**src/rtl/dmem_arbiter.sv**
```systemverilog
// Round-robin arbiter and access sequencer for the single-port, input-registered data memory.
// Each transaction is one IDLE grant cycle followed by one ACCESS cycle.
module dmem_arbiter #(
    parameter int DATA_BIT_WIDTH = 32,
    parameter int DMEMADDRBITS   = 13,
    parameter int DMEMWORDBITS   = 2
) (
    input  logic                      clk,
    input  logic                      reset,
    input  logic                      req0,
    input  logic                      req1,
    input  logic                      we0,
    input  logic                      we1,
    input  logic [DATA_BIT_WIDTH-1:0] addr0,
    input  logic [DATA_BIT_WIDTH-1:0] addr1,
    input  logic [DATA_BIT_WIDTH-1:0] wdata0,
    input  logic [DATA_BIT_WIDTH-1:0] wdata1,
    output logic                      gnt0,
    output logic                      gnt1,
    output logic                      rvalid0,
    output logic                      rvalid1,
    output logic                      err0,
    output logic                      err1,
    output logic [DATA_BIT_WIDTH-1:0] rdata,
    output logic                      busy,
    output logic [DATA_BIT_WIDTH-1:0] memAddr,
    output logic [DATA_BIT_WIDTH-1:0] memDataIn,
    output logic                      memWrEn,
    input  logic [DATA_BIT_WIDTH-1:0] memRegOut
);

    typedef enum logic {IDLE, ACCESS} state_t;

    state_t state, state_nxt;
    logic   ptr, ptr_nxt;
    logic   owner, owner_nxt;
    logic   we_q, we_nxt;
    logic   er_q, er_nxt;
    logic   sel;
    logic   grant;

    logic [1:0][DATA_BIT_WIDTH-1:0] addr_v;
    logic [1:0][DATA_BIT_WIDTH-1:0] wdata_v;
    logic [1:0]                     we_v;

    // The byte offset must sit inside the decoded window; an impossible split elaborates nothing.
    if (DMEMWORDBITS >= DMEMADDRBITS) begin : g_bad_word_bits
    end

    assign addr_v  = {addr1, addr0};
    assign wdata_v = {wdata1, wdata0};
    assign we_v    = {we1, we0};

    always_comb begin
        state_nxt = state;
        ptr_nxt   = ptr;
        owner_nxt = owner;
        we_nxt    = we_q;
        er_nxt    = er_q;
        sel       = 1'b0;
        grant     = 1'b0;
        case (state)
            IDLE: begin
                if (req0 && req1) begin
                    sel     = ptr;
                    ptr_nxt = ~ptr;
                    grant   = 1'b1;
                end else if (req0) begin
                    sel   = 1'b0;
                    grant = 1'b1;
                end else if (req1) begin
                    sel   = 1'b1;
                    grant = 1'b1;
                end
                if (grant) begin
                    state_nxt = ACCESS;
                    owner_nxt = sel;
                    we_nxt    = we_v[sel];
                    er_nxt    = |addr_v[sel][DATA_BIT_WIDTH-1:DMEMADDRBITS];
                end
            end
            ACCESS: begin
                sel       = owner;
                state_nxt = IDLE;
            end
            default: state_nxt = IDLE;
        endcase
    end

    // Address and data go out combinationally so the memory latches the winner at the grant edge.
    assign memAddr   = addr_v[sel];
    assign memDataIn = wdata_v[sel];
    assign gnt0      = grant & ~sel & ~reset;
    assign gnt1      = grant & sel & ~reset;
    assign busy      = (state == ACCESS);
    assign memWrEn   = (state == ACCESS) & we_q & ~er_q & ~reset;

    always_ff @(posedge clk) begin
        if (reset) begin
            state   <= IDLE;
            ptr     <= 1'b0;
            owner   <= 1'b0;
            we_q    <= 1'b0;
            er_q    <= 1'b0;
            rdata   <= '0;
            rvalid0 <= 1'b0;
            rvalid1 <= 1'b0;
            err0    <= 1'b0;
            err1    <= 1'b0;
        end else begin
            state   <= state_nxt;
            ptr     <= ptr_nxt;
            owner   <= owner_nxt;
            we_q    <= we_nxt;
            er_q    <= er_nxt;
            rvalid0 <= (state == ACCESS) & ~we_q & ~owner;
            rvalid1 <= (state == ACCESS) & ~we_q & owner;
            err0    <= (state == ACCESS) & er_q & ~owner;
            err1    <= (state == ACCESS) & er_q & owner;
            if (state == ACCESS && !we_q)
                rdata <= er_q ? '0 : memRegOut;
        end
    end

endmodule

```
**config.mk**
```make
export PLATFORM = sky130hd
export DESIGN_NAME = dmem_arbiter
export DESIGN_NICKNAME = d
export VERILOG_FILES = /design/src/rtl/dmem_arbiter.sv
export SDC_FILE = /design/constraint.sdc
export NUM_CORES = 1
export LEC_CHECK = 0
export BUFFER_PORTS_ARGS = -buffer_cell sky130_fd_sc_hd__buf_2
export CAP_MARGIN = 20
export CELL_PAD_IN_SITES_DETAIL_PLACEMENT = 1
export CELL_PAD_IN_SITES_GLOBAL_PLACEMENT = 1
export CORE_MARGIN = 1.5
export CORE_UTILIZATION = 24
export CTS_BUF_LIST = sky130_fd_sc_hd__clkbuf_8 sky130_fd_sc_hd__clkbuf_16
export CTS_CLUSTER_SIZE = 30
export DETAILED_ROUTE_END_ITERATION = 6
export GPL_ROUTABILITY_DRIVEN = 0
export HOLD_SLACK_MARGIN = 0.03
export PLACE_DENSITY_LB_ADDON = 0.1
export SKIP_LAST_GASP = 1
export SYNTH_ARGS = -nofsm -noshare
export SYNTH_HDL_FRONTEND = slang
export SYNTH_SLANG_ARGS = --single-unit
```
**constraint.sdc**
```tcl
create_clock -name clk -period 1.6 [get_ports clk]
set_input_delay 0 -clock clk [delete_from_list [all_inputs] [get_ports clk]]
set_output_delay 0 -clock clk [all_outputs]
set_load 0.05 [all_outputs]
```
### Word-level counts from Yosys, hierarchy flattened

Cells that the tools add are included.

| storage, ports and cells | value |
|---|---|
| flip-flop bits (word level) | 41 |
| bits of input ports | 166 |
| output and inout port bits | 104 |
| logic and storage cells | 58 |

| cells by class | value |
|---|---|
| order comparisons | 2 |
| mux-type cells | 20 |
| bitwise gates (word level) | 20 |
| reduce and logical (&&, ||, !) cells | 6 |

Operators with widths:

| kind | number |
|---|---|
| $mux W32 | 7 |
| $reduce_or A19 Y1 | 1 |
| $and A1 B1 Y1 | 13 |
| $mux W1 | 11 |
| $not A1 Y1 | 7 |
| $lt A1 B2 Y1 const B | 2 |
| $pmux W1 S2 | 2 |
| $reduce_and A2 Y1 | 2 |
| $logic_and A1 B1 Y1 | 2 |
| $logic_not A1 Y1 | 1 |

### Longest topological paths before layout

| logic depth | value |
|---|---|
| depth after elaboration | 8 |
| depth in mapped cells | 6 |

### Worst setup path after synthesis

No wires, ideal clock.

| timing path | value |
|---|---|
| path kind | register to output |
| start | register state (netlist: busy) |
| end | output port memWrEn |
| data arrival time | 2.356 ns |
| required time | 1.600 ns |
| path slack | -0.756 ns |
| cell stages (with the launch flop) | 2 |
| cells stage by stage | dfxtp_1 -> nor4bb_1 |

| on the way | value |
|---|---|
| word-level cells in the longest chain between the ends | 3 |

Ends and longest elaborated chain:

| item | line | source |
|---|---|---|
| start, declared | 34 | `state_t state, state_nxt;` |
| start signal, assigned | 111 | `state <= state_nxt;` |
| $and A1 B1 Y1 (3 in a row) | 96 | `assign memWrEn = (state == ACCESS) & we_q & ~er_q & ~reset;` |
| end, declared | 28 | `output logic memWrEn,` |

No other way between the ends.

### Worst setup path in the final report

| timing path | value |
|---|---|
| start | register ptr |
| end | output port memAddr[26] |

| on the way | value |
|---|---|
| word-level cells in the longest chain between the ends | 5 |

Ends and longest elaborated chain:

| item | line | source |
|---|---|---|
| start, declared | 35 | `logic ptr, ptr_nxt;` |
| start signal, assigned | 112 | `ptr <= ptr_nxt;` |
| $mux W1 | 64 | `if (req0 && req1) begin` |
| $mux W1 | 62 | `case (state)` |
| $pmux W1 S2 | 62 |  |
| $mux W32 (not written as such) (2 in a row) | 91 | `assign memAddr = addr_v[sel];` |
| end, declared | 26 | `output logic [DATA_BIT_WIDTH-1:0] memAddr,` |

No other way between the ends. The select of a mux whose other input is x is not followed.

==> impl_metrics.py <==
metrics = {
    "outcome": {
        "status": "complete, but fails checks",
        "violations": "setup timing",
    },
    "timing": {
        "maxSlewHeadroom_pct": 69.5,
        "hold_viol": 0,
        "setup_viol": 61,
        "min_period_ns": 1.67,
        "drv_slew": 0,
        "fin_crit_sh_pct": 105,
        "worst_slack_ns": -0.0736,
        "fmax_mhz": 598,
        "holdWs_ns": 0.0629,
        "skew_ns": 0.00892,
        "worstMarginPinSlew_ns": 0.457,
        "grt_setup_unrepaired": "yes",
    },
    "setup_path": {
        "crit_chain": "nand2b_4, nand3b_4, nand2_4, clkbuf_16, mux2_4, buf_4",
        "critPathBufInv": 2,
        "critPathTopFamily": "simple AND/OR/NAND/NOR gates",
        "worstSetupEndpointType": "primary output",
        "critPathArrivalTime_ns": 1.67,
        "cp.required_ns": 1.60,
        "worstPathMaxFanout": 6,
        "cpPeakStageDelay_ns": 0.33,
        "crit_start": "ptr$_SDFFE_PP0P_",
        "worstSetupPathType": "reg -> out",
        "r2r-start": "busy$_SDFF_PP0_",
        "slowest_stage": "dfxtp_2",
        "worst_setup_path_start_kind": "flop",
    },
    "synthesis": {
        "ys_top_cells_by_count": "mux2_4, dfxtp_1, nor2_1",
        "synth_top_area_share_pct": 33.4,
        "synth-edff-count": 0,
        "syn_area_um2": 2700,
        "synth_cells": 266,
        "synth_flop_cell": "dfxtp_1",
        "synth_seq_cells": 41,
        "ys_top_cells_by_area": "mux2_4, dfxtp_1, nor3b_1",
        "yosysWarnings": 0,
        "avgSynthCellArea_um2": 10.1,
        "syn_nets": 432,
        "ys_types": 30,
        "synthMostInstantiatedCell": "mux2_4",
        "yosysSeqAreaShare_pct": 30.4,
        "ys_async_sr_fraction_pct": 0,
        "synth.largest_area_cell": "mux2_4",
    },
    "clocking": {
        "htreeDepth": 2,
        "cts_tree": "yes",
        "clockRootBuffer": "clkbuf_8",
        "clk_pin_slew_ns": 0.08,
        "clk_latency_ns": 0.29,
        "cts_made_buffers": 5,
        "clockBufferDepth": 2,
        "clock_sinks": 41,
    },
    "die": {
        "die_area_um2": 11900,
        "die_w_um": 109,
        "start_util_pct": 24.8,
        "dieHeight_um": 109,
        "core.rowCount": 38,
        "design.core.area_um2": 10900,
        "pin_count": 270,
    },
    "finish": {
        "diodes": 0,
        "finalNonFillerCells": 683,
        "nets": 708,
        "area_growth_pct": 82.9,
        "drive_gt1_share_pct": 68.5,
    },
    "power": {
        "power.leakage_uw": 0.00250,
        "totalPowerFinal_uw": 4100,
        "vdd_ir_drop_max_uv": 508,
        "p_per_area_nw_per_um2": 831,
    },
    "detailed_routing": {
        "routed_wl_um": 11800,
        "final_antenna_net_count": 0,
        "drt_iter0_drc": 106,
        "vias": 3090,
        "dr.pass1.iters": 4,
        "drcViolationCount": 0,
        "via_per_inst": 4.52,
        "wire_per_inst_um": 17.3,
    },
    "placed_design": {
        "post-place-ws_ns": 0.119,
        "dp.cells": 665,
        "hpwl_um": 9250,
        "portBuffers": 269,
    },
    "global_routing": {
        "grt_pass1_wl_um": 16200,
        "grt_pass1_vias": 3197,
        "grt_usage_pct": 17.8,
        "grt_overflow": 0,
        "antenna_found_initial": 1,
        "grt_max_degree": 35,
    },
    "job": {
        "maxCapViolCount": 0,
    },
    "worst_hold_path": {
        "hp-class": "in -> reg",
        "hold_start": "we0",
    },
}
## sequential cells by signal (all words and copies together), names as in the netlist
signal,flops
busy,1
er_q,1
err0,1
err1,1
owner,1
ptr,1
rdata,32
rvalid0,1
rvalid1,1
we_q,1
## power breakdown
part,switching (uW),internal [uW],total (uW),leakage [uW]
Sequential,27.3,1070,1100,0.000335
Combinational,1230,913,2150,0.00210
Clock,350,503,853,0.0000626
Total,1610,2490,4100,0.00250
## cell type report
type                       instances  area, um^2
tap                              140         175
inverter                           1        3.75
sequential                        41         826
fill                            1294        5950
clock buffer                       6        82.6
clock inverter                     2        33.8
multi-input combinational        203        1790
timing repair buffer             290        2030
## routing by layer
metal	routed length [um]	track usage, %	up-vias
li1	-	-	1507
met1	4210	19.1	1438
met2	6460	34.1	135
met3	1050	6.16	8
met4	68	2.35	2
met5	17	0	-
## worst reg2reg max path, delay by kind of cell (launching register included)
kind,cells,cell delay [ns]
buffers and inverters,1,0.14
AND/OR/NAND/NOR,3,0.67
flip-flops,1,0.36
## path summary, 6_finish.rpt
check | end | slack (ns) | cells past startpoint
setup reg to reg | er_q$_SDFFE_PP0P_ | 0.29 | 4
hold / removal | we_q$_SDFFE_PP0P_ | 0.06 | 3
setup / recovery | memAddr[26] | -0.07 | 6
hold reg to reg | rdata[5]$_SDFFE_PP0P_ | 0.49 | 2
## cells by family (layout without fill, tap and decap cells)
group	after synthesis	count (layout)	synth area share (%)
xor gates and xnor gates	1	1	0.325
AOI/OAI and AO/OA	35	35	6.59
and+or+nand+nor	101	102	22.1
muxes	65	65	35.4
DFF	41	41	30.4
buffers and inverters	23	299	5.15
## cell usage in the layout, fill, tap and decap left out, drive strengths merged, types with 4 or more instances in the layout
master,Yosys,layout
a21oi,33,33
nand2,3,4
clkbuf,10,10
nor4,10,10
nor2,39,39
nor3b,33,33
nor3,4,4
dfxtp,41,41
buf,12,286
mux2,64,64
## timing repair
action                                  4_1_cts  5_1_grt
gates resized for setup                     103       31
pin swaps                                     1        1
endpoints found under the hold margin         0        0
gates cloned                                  3        4
endpoints found under the setup margin       64       65
setup buffers                                 5        1
hold buffers                                  0        0
## through the flow
step | util (%) | setup TNS, ns | cell area, um^2
final | 45.3 | -2.22 | 4930
after global placement | 38.9 | 0 | 4240
after detailed placement | 38.9 | 0 | 4240
after global routing | 45.3 | -7.61 | 4930
after CTS | 44.2 | -5.77 | 4810
after floorplan | - | -0.0588 | 2710
(Power assumes the default switching activity.)
